[src/rtl/mips_cpu_alu_muldiv_seq.sv]
// rtl/mips_cpu_alu_muldiv_seq.sv - multi-cycle HI/LO multiply/divide unit (shift-add / restoring, one bit per cycle)
//
// Ports:
//   clk      rising-edge clock
//   reset    asynchronous active-high reset, clears all state
//   abort    (only with MULDIV_ABORT_EN) flushes an in-flight mult/div without writing hi/lo
//   a, b     operands (multiplicand/dividend/MT data, multiplier/divisor)
//   op       000 DIVU, 001 MULTU, 010 DIV, 011 MULT, 100 MTHI, 101 MTLO, 11x no-op
//   start    request, sampled only while idle
//   busy     high while a mult/div is in flight
//   done     one-cycle pulse when hi/lo were just updated by a mult/div
//   div_zero pulses with done when a divide had a zero divisor
//   hi, lo   HI/LO registers
//
// Optional feature macro: MULDIV_ABORT_EN (adds the abort input).

module mips_cpu_alu_muldiv_seq #(
    parameter int WIDTH = 32
) (
    input  logic             clk,
    input  logic             reset,
`ifdef MULDIV_ABORT_EN
    input  logic             abort,
`endif
    input  logic [WIDTH-1:0] a,
    input  logic [WIDTH-1:0] b,
    input  logic [2:0]       op,
    input  logic             start,
    output logic             busy,
    output logic             done,
    output logic             div_zero,
    output logic [WIDTH-1:0] hi,
    output logic [WIDTH-1:0] lo
);

    localparam int CW = $clog2(WIDTH) + 1;

    typedef enum logic [1:0] {IDLE, CALC, FIX} state_t;

    state_t             state, state_n;
    logic [2*WIDTH-1:0] acc, acc_n;      // product, or {remainder, quotient}
    logic [WIDTH-1:0]   opb, opb_n;      // multiplicand or divisor magnitude
    logic [CW-1:0]      cnt, cnt_n;
    logic               is_div, is_div_n;
    logic               sa, sa_n, sb, sb_n;
    logic               dz, dz_n;
    logic               busy_n, done_n, div_zero_n;
    logic [WIDTH-1:0]   hi_n, lo_n;

    logic [WIDTH-1:0]   a_mag, b_mag;
    logic [WIDTH:0]     mul_sum;
    logic [WIDTH:0]     div_trial;
    logic [2*WIDTH-1:0] mul_step, div_step, prod_neg;
    logic [WIDTH-1:0]   quo, rem;

    // Signed ops work on magnitudes; the most-negative value maps to
    // 1 followed by zeros, which is its correct unsigned magnitude.
    assign a_mag = (op[1] && a[WIDTH-1]) ? -a : a;
    assign b_mag = (op[1] && b[WIDTH-1]) ? -b : b;

    // Multiply: add multiplicand into the upper half when the LSB is set,
    // then shift the whole accumulator right, carry entering at the top.
    assign mul_sum  = {1'b0, acc[2*WIDTH-1:WIDTH]} + (acc[0] ? {1'b0, opb} : '0);
    assign mul_step = {mul_sum, acc[WIDTH-1:1]};

    // Divide: the upper WIDTH+1 bits of the left-shifted accumulator are
    // the partial remainder; keep the subtraction only if it did not borrow.
    assign div_trial = acc[2*WIDTH-1:WIDTH-1] - {1'b0, opb};
    assign div_step  = div_trial[WIDTH] ? {acc[2*WIDTH-2:0], 1'b0}
                                        : {div_trial[WIDTH-1:0], acc[WIDTH-2:0], 1'b1};

    assign prod_neg = -acc;
    assign quo      = (sa ^ sb) ? -acc[WIDTH-1:0] : acc[WIDTH-1:0];
    assign rem      = sa ? -acc[2*WIDTH-1:WIDTH] : acc[2*WIDTH-1:WIDTH];

    always_comb begin
        state_n    = state;
        acc_n      = acc;
        opb_n      = opb;
        cnt_n      = cnt;
        is_div_n   = is_div;
        sa_n       = sa;
        sb_n       = sb;
        dz_n       = dz;
        hi_n       = hi;
        lo_n       = lo;
        busy_n     = busy;
        done_n     = 1'b0;
        div_zero_n = 1'b0;

        case (state)
            IDLE: begin
                if (start) begin
                    case (op)
                        3'b100: hi_n = a;
                        3'b101: lo_n = a;
                        3'b000, 3'b001, 3'b010, 3'b011: begin
                            is_div_n = ~op[0];
                            sa_n     = op[1] & a[WIDTH-1];
                            sb_n     = op[1] & b[WIDTH-1];
                            cnt_n    = '0;
                            busy_n   = 1'b1;
                            if (op[0]) begin
                                acc_n = {{WIDTH{1'b0}}, b_mag};
                                opb_n = a_mag;
                            end else begin
                                acc_n = {{WIDTH{1'b0}}, a_mag};
                                opb_n = b_mag;
                            end
                            if (!op[0] && b == '0) begin
                                dz_n    = 1'b1;
                                state_n = FIX;
                            end else begin
                                dz_n    = 1'b0;
                                state_n = CALC;
                            end
                        end
                        default: ;
                    endcase
                end
            end
            CALC: begin
                acc_n = is_div ? div_step : mul_step;
                cnt_n = cnt + CW'(1);
                if (cnt == CW'(WIDTH - 1))
                    state_n = FIX;
            end
            FIX: begin
                if (!dz) begin
                    if (is_div) begin
                        hi_n = rem;
                        lo_n = quo;
                    end else if (sa ^ sb) begin
                        hi_n = prod_neg[2*WIDTH-1:WIDTH];
                        lo_n = prod_neg[WIDTH-1:0];
                    end else begin
                        hi_n = acc[2*WIDTH-1:WIDTH];
                        lo_n = acc[WIDTH-1:0];
                    end
                end
                busy_n     = 1'b0;
                done_n     = 1'b1;
                div_zero_n = dz;
                state_n    = IDLE;
            end
            default: state_n = IDLE;
        endcase

`ifdef MULDIV_ABORT_EN
        // Flush wins over the FIX write.
        if (abort && state != IDLE) begin
            state_n    = IDLE;
            busy_n     = 1'b0;
            done_n     = 1'b0;
            div_zero_n = 1'b0;
            hi_n       = hi;
            lo_n       = lo;
        end
`endif
    end

    always_ff @(posedge clk or posedge reset) begin
        if (reset) begin
            state    <= IDLE;
            acc      <= '0;
            opb      <= '0;
            cnt      <= '0;
            is_div   <= 1'b0;
            sa       <= 1'b0;
            sb       <= 1'b0;
            dz       <= 1'b0;
            hi       <= '0;
            lo       <= '0;
            busy     <= 1'b0;
            done     <= 1'b0;
            div_zero <= 1'b0;
        end else begin
            state    <= state_n;
            acc      <= acc_n;
            opb      <= opb_n;
            cnt      <= cnt_n;
            is_div   <= is_div_n;
            sa       <= sa_n;
            sb       <= sb_n;
            dz       <= dz_n;
            hi       <= hi_n;
            lo       <= lo_n;
            busy     <= busy_n;
            done     <= done_n;
            div_zero <= div_zero_n;
        end
    end

endmodule

[config.mk]
export PLATFORM = sky130hd
export DESIGN_NAME = mips_cpu_alu_muldiv_seq
export DESIGN_NICKNAME = d
export VERILOG_FILES = /design/src/rtl/mips_cpu_alu_muldiv_seq.sv
export SDC_FILE = /design/constraint.sdc
export NUM_CORES = 1
export LEC_CHECK = 0
export ABC_AREA = 1
export BUFFER_PORTS_ARGS = -buffer_cell sky130_fd_sc_hd__buf_2
export CAP_MARGIN = 20
export CORE_MARGIN = 3
export CORE_UTILIZATION = 40
export CTS_CLUSTER_SIZE = 40
export DETAILED_ROUTE_END_ITERATION = 16
export HOLD_SLACK_MARGIN = 0.12
export PLACE_DENSITY_LB_ADDON = 0.15
export SLEW_MARGIN = 20
export SYNTH_ARGS = -nofsm -noshare
export SYNTH_HDL_FRONTEND = slang
export SYNTH_SLANG_ARGS = --single-unit
[constraint.sdc]
create_clock -name clk -period 14.7 [get_ports clk]
set_clock_uncertainty 0.1 [all_clocks]
set_input_delay 2.94 -clock clk [delete_from_list [all_inputs] [get_ports clk]]
set_output_delay 2.94 -clock clk [all_outputs]
set_load 0.05 [all_outputs]
# Word level (Yosys, flattened, before mapping)
# Cells that the tools add are included.
[op_classes]
add_sub_neg = 8
n_eq_ne = 14
muxes = 38
n_bitwise = 4
reduce_logical = 16
[op_table]
columns = ["op", "n"]
rows = [
  ["two-way mux 32 bit", 17],
  ["two-way mux 64 bit", 4],
  ["negation 32 bit", 4],
  ["case mux 32 bit (2 select lines)", 2],
  ["case mux 64 bit (2 select lines)", 1],
  ["negation 64 bit", 1],
  ["adder 32 x 32 -> 33 bit", 1],
  ["subtractor 33 x 32 -> 33 bit", 1],
  ["zero test 32 bit", 1],
  ["two-way mux 6 bit", 2],
  ["case mux 6 bit (2 select lines)", 1],
  ["AND reduction 3 bit", 4],
  ["two-way mux 2 bit", 4],
  ["AND reduction 4 bit", 2],
  ["adder 6 x 1 -> 6 bit, second input constant", 1],
  ["== test 3 x 2 -> 1 bit, second input constant", 2],
  ["== test 3 bit, second input constant", 2],
  ["== test 6 x 5 -> 1 bit, second input constant", 1],
  ["inequality test 2 x 1 -> 1 bit, second input constant", 3],
  ["inequality test 2 bit, second input constant", 3],
  ["two-way mux 1 bit", 5],
  ["case mux 2 bit (2 select lines)", 1],
  ["nonzero test 2 bit", 2],
  ["OR reduction 4 bit", 1],
  ["11 further kinds", 14],
]
[word_totals]
ff_bits = 175
input_bits = 70
wordCells = 93

# Depth between registers and ports, before layout
# Gate-level depths: netlist of the first run.
[depth]
ltp_word = 6
mapped_depth = 20
ltp_nobuf = 18

# Least setup slack after synthesis of the first run
# Ideal clock, no wire load.
[synth_path]
path_kind = "input -> register"
from = "in a[1]"
to = "reg acc[14]"
setup_time_ns = 0.127
arrival_time_ns = 4.274
path_slack_ns = 10.199
path_stages = 12
path_buffers = 0
path_cell_list = "inv_1 -> ha_1 -> nand2_1 -> nor2_1 -> nand2_1 -> nor2_1 -> inv_1 -> o21ai_0 -> xor2_1 -> nand2_1 -> o211ai_1 -> a21oi_1"
[synth_between]
elab_chain_cells = 6
[synth_lines]
columns = ["element", "line", "text"]
rows = [
  ["start: declaration", "25", "input logic [WIDTH-1:0] a,"],
  ["negation 32 bit", "58", "assign a_mag = (op[1] && a[WIDTH-1]) ? -a : a;"],
  ["two-way mux 32 bit", "58", ""],
  ["two-way mux 32 bit", "103", "if (op[0]) begin"],
  ["two-way mux 64 bit", "94", "case (op)"],
  ["two-way mux 64 bit", "93", "if (start) begin"],
  ["case mux 64 bit (2 select lines)", "91", "case (state)"],
  ["end signal: assignment", "179", "acc <= acc_n;"],
  ["end: declaration", "41", "logic [2*WIDTH-1:0] acc, acc_n;"],
]
# Every way passes these cells. The select of a mux whose other input is x is not followed.
# A chain may end at the register's enable or synchronous reset.

# Worst setup path in the final report of the first run
[layout_path]
from = "in start"
to = "reg opb[9]"
[layout_between]
elab_chain_cells = 1
[layout_lines]
columns = ["element", "line", "text"]
rows = [
  ["start: declaration", "28", "input logic start,"],
  ["AND reduction 3 bit (no line)", "-", ""],
  ["end signal: assignment", "180", "opb <= opb_n;"],
  ["end: declaration", "42", "logic [WIDTH-1:0] opb, opb_n;"],
]
# Every way passes these cells.

==> reports/results.ini, run 1 <==
[layout]
drive_above_1_share = 0.07647
instances_no_fill = 3835
diodes = 0
layout.nets = 3371
synthToLayoutAreaGrowth_pct = 9.376

[power]
powerDensity_nw_per_um2 = 273.4
ir_worst_vdd_v = 0.0001744
p_leak_nw = 10.30

[setup_path]
path_buf_inv = 4
cp-end-kind = flip-flop
path_common_cell = nor2_2
cp_max_fo = 34
cp-start-kind = primary input
r2r-end = acc[43]$_DFFE_PP0P_
crit_path_top_delay_cell = nor2_2
worstPathRequired_ns = 15.03
r2r-start = acc[0]$_DFFE_PP0P_
cp.arrival_ns = 5.65
rr_worst_depth = 13
rrSetupSlack_ns = 10.97
criticalPathCategory = in -> reg
path_cells = buf_2 -> nand2_1 -> nor2_2 -> buf_4 -> inv_2 -> nor2_2 -> inv_1 -> a21oi_1 -> a221o_1
cpPeakStageDelay_ns = 0.72
crit_family = buffers and inverters

[min_path]
min_to = lo[11]$_DFFE_PP0P_
hold_path.class = reg -> reg
min_from = lo[11]$_DFFE_PP0P_
hold_depth = 2

[synth]
async_reset_ff_frac = 1.000
ys.flop_type = dfrtp_1
syn-num-nets = 3306
yosysUniqueCellTypes = 51
syn_avg_cell_area_sq_um = 5.780
synth-edff-count = 0
ys_seq_area_frac = 0.2394
yosysWarnings = 0
syn-cell-area_sq_um = 18300
ys_ff_latch = 175
synthTopCellsByArea = dfrtp_1 24%, nand2_1 20%, inv_1 8.9%
synth_top_cell_area_share = 0.2394
yosysTopAreaCell = dfrtp_1
postSynthCellCount = 3165

[sta]
setup_tns_ns = 0
maxSlewViolCount = 0
finalCritPeriodShare = 0.3619
final-setup-viol-count = 0
finalCriticalPeriod_ns = 5.319
max_freq_mhz = 188.0
hold_violations = 0
slew-limit-headroom = 0.3302
rsz0062_at_grt = false
tightestPinTransition_ns = 1.004

[drt]
num_vias = 21780
first_pass_iters = 7
drt_iter0_drc = 2984
routed_via_density = 5.679
drt-total-wl_microns = 87320
antenna_left = 0
drc = 0
wl_per_cell_microns = 22.77

[global_routing]
overflow = 0
grt_max_degree = 78
grt_pass1_vias = 19570
grt_usage = 0.3565
grt_pass1_wl_microns = 127100
antenna_found_initial = 1

[clocking]
hold_buffers = 0
cts.clk_slew.worst_paths_ns = 0.08
cts_buffers = 17
cts_max_level = 4
clkSinkCount = 175
ctsResizeCount = 0
clockRootBuffer = clkbuf_16
clk_path_buf_depth = 2
cts_setup_buffers = 0
clk_latency_ns = 0.49
tritoncts = yes

[floorplan]
core_region_area_sq_um = 44700
die_x_microns = 219.9
dieArea_sq_um = 48340
dieHeight_microns = 219.9
pin_count = 137
start_util = 0.4093
row_count = 77

[run_status]
run_status = complete, no violations

[placed_design]
place_inst = 3803
gp_congestion = 1.019
dpl.hpwl_microns = 70560
port_buffers = 136

[job]
max_cap_violations = 0

## state kept, by name, summed over array words and instances (netlist names), 2 cells and up
signal,count
acc,64
cnt,6
hi,32
lo,32
opb,32
state,2
## layer usage
layer  wire length, microns  GRT usage  vias up  share of wire
met3                   9792    0.09142      121           0.11
met1                  39720     0.5345    10260           0.45
met2                  35040     0.4979     1098           0.40
li1                       -          -    10300              -
met5                     12          0        -        0.00014
met4                   2760     0.1043        2          0.032
## placed cells by master (no fill, tap or decap), types with 11 or more instances in the layout
cell | Yosys | layout
nor2_2 | 11 | 11
dfrtp_1 | 175 | 174
inv_1 | 433 | 431
a31oi_1 | 41 | 41
xor2_1 | 50 | 50
inv_2 | 12 | 13
buf_2 | 19 | 136
nor3_1 | 25 | 25
a21oi_1 | 174 | 174
o211ai_1 | 33 | 33
o221ai_1 | 13 | 13
nand3_1 | 315 | 315
a22oi_1 | 15 | 15
nand2_2 | 13 | 13
xnor2_1 | 13 | 13
clkbuf_16 | 0 | 17
buf_4 | 1 | 18
o21ai_0 | 172 | 172
nand2_1 | 952 | 952
nand4_1 | 28 | 28
ha_1 | 69 | 69
nand3b_1 | 14 | 14
nor2_1 | 424 | 423
## where the power goes
part           leakage [nW]  switching, mW  internal, mW
Combinational          7.92           2.77          1.09
Sequential             2.09          0.413         0.707
Clock                 0.294          0.255         0.232
## through the flow
stage	cell area (sq um)	total power, mW	util	hold WS [ns]	setup slack (ns)
floorplan	18300	3.640	-	0.3685	6.915
global placement	19390	4.847	0.4339	0.3645	9.040
detailed placement	19390	4.865	0.4339	0.3684	8.987
CTS	20010	5.365	0.4476	0.3892	9.523
global route	20010	5.878	0.4476	0.4150	9.323
finish	20010	5.470	0.4476	0.3881	9.381
## cell type report
| class | count | area [sq um] |
|---|---|---|
| timing repair buffer | 154 | 815.8 |
| inverter | 446 | 1679 |
| sequential | 175 | 4380 |
| tap | 592 | 740.7 |
| clock inverter | 15 | 190.2 |
| fill | 4986 | 24690 |
| multi-input combinational | 2436 | 11780 |
| clock buffer | 17 | 425.4 |
## kinds of logic (layout without fill, tap and decap cells)
| family | count (synthesis) | in the layout | synth area share |
|---|---|---|---|
| fa+ha+maj | 71 | 71 | 0.04938 |
| flops | 175 | 175 | 0.2394 |
| simple gates | 1809 | 1809 | 0.4109 |
| buf+inv | 554 | 632 | 0.1172 |
| compound gates | 493 | 493 | 0.1530 |
| xor+xnor | 63 | 63 | 0.03016 |
## synthesized netlist by cell type, types with 14 or more instances
master and instances:
buf_1 15, buf_2 19, nor3_1 25, a31oi_1 41, nand3b_1 14, nand3_1 315
o21ai_0 172, a22oi_1 15, inv_1 433, nand4_1 28, a21oi_1 174, ha_1 69
xor2_1 50, clkbuf_1 69, nand2_1 952, nor2_1 424, dfrtp_1 175, o211ai_1 33
## worst max-delay path by stage
stage,from,endpoint,depth (start not counted)
3_5_place_dp,start,opb[9]$_DFFE_PP0P_,9
5_1_grt,op[0],opb[9]$_DFFE_PP0P_,7
4_1_cts,start,opb[9]$_DFFE_PP0P_,9
6_report,start,opb[9]$_DFFE_PP0P_,9
3_3_place_gp,op[0],opb[25]$_DFFE_PP0P_,7
2_1_floorplan,reset,acc[0]$_DFFE_PP0P_,1
## worst min-delay path, cell delays in order (launching register included)
cell     delay, ns
dfrtp_1       0.34
nand2_1       0.05
o21ai_0       0.06
(Power assumes the default switching activity.)
==> run 2: changes to the inputs <==
- clock period: 14.7 -> 5.5 ns (I/O delays scaled with it)
==> run 2 against run 1 <==
  * First-iteration DRC count grew 2.5%
  * Sequential power rose to 2.7 times the previous value
  * Power grew to 2.7 times the previous value
  * Sequential share of layout area down 0.053 points
  * Highest routed layer is now met4
==> reports/results.ini, run 2 (synthesis results as in run 1) <==
[run_status]
run_status = complete, no violations

[sta]
hold_violations = 0  ; unchanged
final-setup-viol-count = 0  ; unchanged
fin_ws_ns = 1.496  ; -7.885 ns
slew-limit-headroom = 0.2491  ; -0.08109
setup_tns_ns = 0  ; unchanged
max_freq_mhz = 249.7
finalCriticalPeriod_ns = 4.004
maxSlewViolCount = 0  ; unchanged
tightestPinTransition_ns = 1.126  ; +0.1227 ns
rsz0062_at_grt = false
finalCritPeriodShare = 0.7280

[drt]
wl_per_cell_microns = 23.49  ; +3.2%
routed_via_density = 5.778  ; +1.7%
drt-total-wl_microns = 90150  ; +3.2%
first_pass_iters = 5  ; -2
num_vias = 22180  ; +1.8%
antenna_left = 0  ; unchanged
drc = 0  ; unchanged
drt_iter0_drc = 3060  ; +2.5%

[min_path]
hold_path.class = reg -> reg
hold_depth = 2  ; unchanged
min_from = lo[19]$_DFFE_PP0P_
min_to = lo[19]$_DFFE_PP0P_

[setup_path]
path_cells = inv_2 -> nand2_1 -> nand2_1 -> buf_4 -> inv_1 -> buf_4 -> o21ai_1 -> nand2_1 -> nand2_1 -> nand2_1 -> nand3_1 -> a31oi_1
cp-end-kind = flip-flop
path_common_cell = nand2_1
rrSetupSlack_ns = 1.50  ; -9.47 ns
cp_max_fo = 41  ; +21%
r2r-start = sa$_DFFE_PP0P_
cp-start-kind = flip-flop
crit_path_top_delay_cell = dfrtp_1
cpPeakStageDelay_ns = 0.99  ; +0.27 ns
r2r-end = hi[13]$_DFFE_PP0P_
cp.arrival_ns = 4.32  ; -1.33 ns
rr_worst_depth = 12  ; -1
criticalPathCategory = reg -> reg
worstPathRequired_ns = 5.82  ; -9.21 ns

[placed_design]
gp_congestion = 1.021  ; +0.13%
port_buffers = 136  ; unchanged
place_inst = 3805  ; +0.053%
pre_cts_ws_ns = 1.644  ; -7.343 ns
dpl.hpwl_microns = 72490  ; +2.7%

[floorplan]
core_region_area_sq_um = 44700  ; unchanged
dieArea_sq_um = 48340  ; unchanged
pin_count = 137  ; unchanged
die_x_microns = 219.9  ; unchanged
row_count = 77  ; unchanged
dieHeight_microns = 219.9  ; unchanged
start_util = 0.4093  ; unchanged

[clocking]
hold_buffers = 0  ; unchanged
cts_max_level = 4  ; unchanged
clk_latency_ns = 0.50  ; about the same
ctsResizeCount = 0  ; unchanged
tritoncts = yes
clockRootBuffer = clkbuf_16
cts_buffers = 17  ; unchanged
cts_setup_buffers = 0  ; unchanged
clk_path_buf_depth = 2  ; unchanged
clkSinkCount = 175  ; unchanged
cts.clk_slew.worst_paths_ns = 0.08  ; about the same

[global_routing]
grt_pass1_wl_microns = 130200  ; +2.4%
overflow = 0  ; unchanged
grt_usage = 0.3667  ; +0.01022
grt_max_degree = 107  ; +37%
grt_pass1_vias = 19610  ; +0.21%
antenna_found_initial = 0  ; -1

[layout]
final_cell_mix = 952 x nand2_1, 431 x inv_1, 423 x nor2_1
layout.nets = 3373  ; +0.059%
max_flop_register = acc
instances_no_fill = 3838  ; +0.078%
final_common_cell = nand2_1
synthToLayoutAreaGrowth_pct = 9.643
largest_register_ffs = 64  ; unchanged
drive_above_1_share = 0.07704  ; +0.0005692

[power]
ir_worst_vdd_v = 0.0005252  ; +200%
p_total_mw = 14.78  ; +170%
p_leak_nw = 10.33  ; +0.25%
powerDensity_nw_per_um2 = 736.8  ; +170%

[job]
max_cap_violations = 0  ; unchanged

run 2: where the power goes:
group          internal [mW]  switching (mW)  total, mW
clock network          0.667           0.699       1.37
registers               1.89            1.11       3.00
logic                   2.93            7.48       10.4
total                   5.49            9.29       14.8
run 2: per-stage QoR:
stage                     utilization  hold slack, ns  instance area [sq um]
final                          0.4487          0.3845                  20060
after global placement         0.4344          0.3633                  19420
after global routing           0.4487          0.4153                  20060
after CTS                      0.4487          0.3888                  20060
after floorplan                     -          0.3685                  18300
after detailed placement       0.4344          0.3680                  19420
run 2: area by class of cell:
type | count | area (sq um)
diodes | 1 | 2.502
clock buffers | 17 | 425.4
clock inverters | 15 | 210.2
fillers | 4955 | 24640
inverters | 446 | 1678
multi-input cells | 2436 | 11780
flip-flops and latches | 175 | 4380
well taps | 592 | 740.7
repair buffers | 156 | 843.3
run 2: worst max-delay path, delay by kind of cell (launching register included):
kind | cells | cell delay (ns)
flip-flops | 1 | 0.99
buffers and inverters | 4 | 1.32
AND/OR/NAND/NOR | 6 | 1.02
AO/OA/AOI/OAI | 2 | 0.46
run 2: how the worst max path moves through the flow:
stage                         startpoint  cells past startpoint                  to  slack, ns
after floorplan                    reset                      1  acc[0]$_DFFE_PP0P_       2.06
after global placement    sa$_DFFE_PP0P_                     10  lo[29]$_DFFE_PP0P_       1.62
after detailed placement  sa$_DFFE_PP0P_                     10  lo[29]$_DFFE_PP0P_       1.64
after CTS                 sa$_DFFE_PP0P_                     10  lo[29]$_DFFE_PP0P_       1.62
after global routing      sa$_DFFE_PP0P_                     12  hi[13]$_DFFE_PP0P_       1.34
final                     sa$_DFFE_PP0P_                     12  hi[13]$_DFFE_PP0P_       1.50
run 2: per-layer routing:
layer / up-vias / routed length (microns) / track usage
met5: - / 0 / 0
met4: 0 / 2639 / 0.1112
met3: 123 / 10120 / 0.08301
met2: 1294 / 36860 / 0.5169
met1: 10470 / 40530 / 0.5512
li1: 10290 / - / -
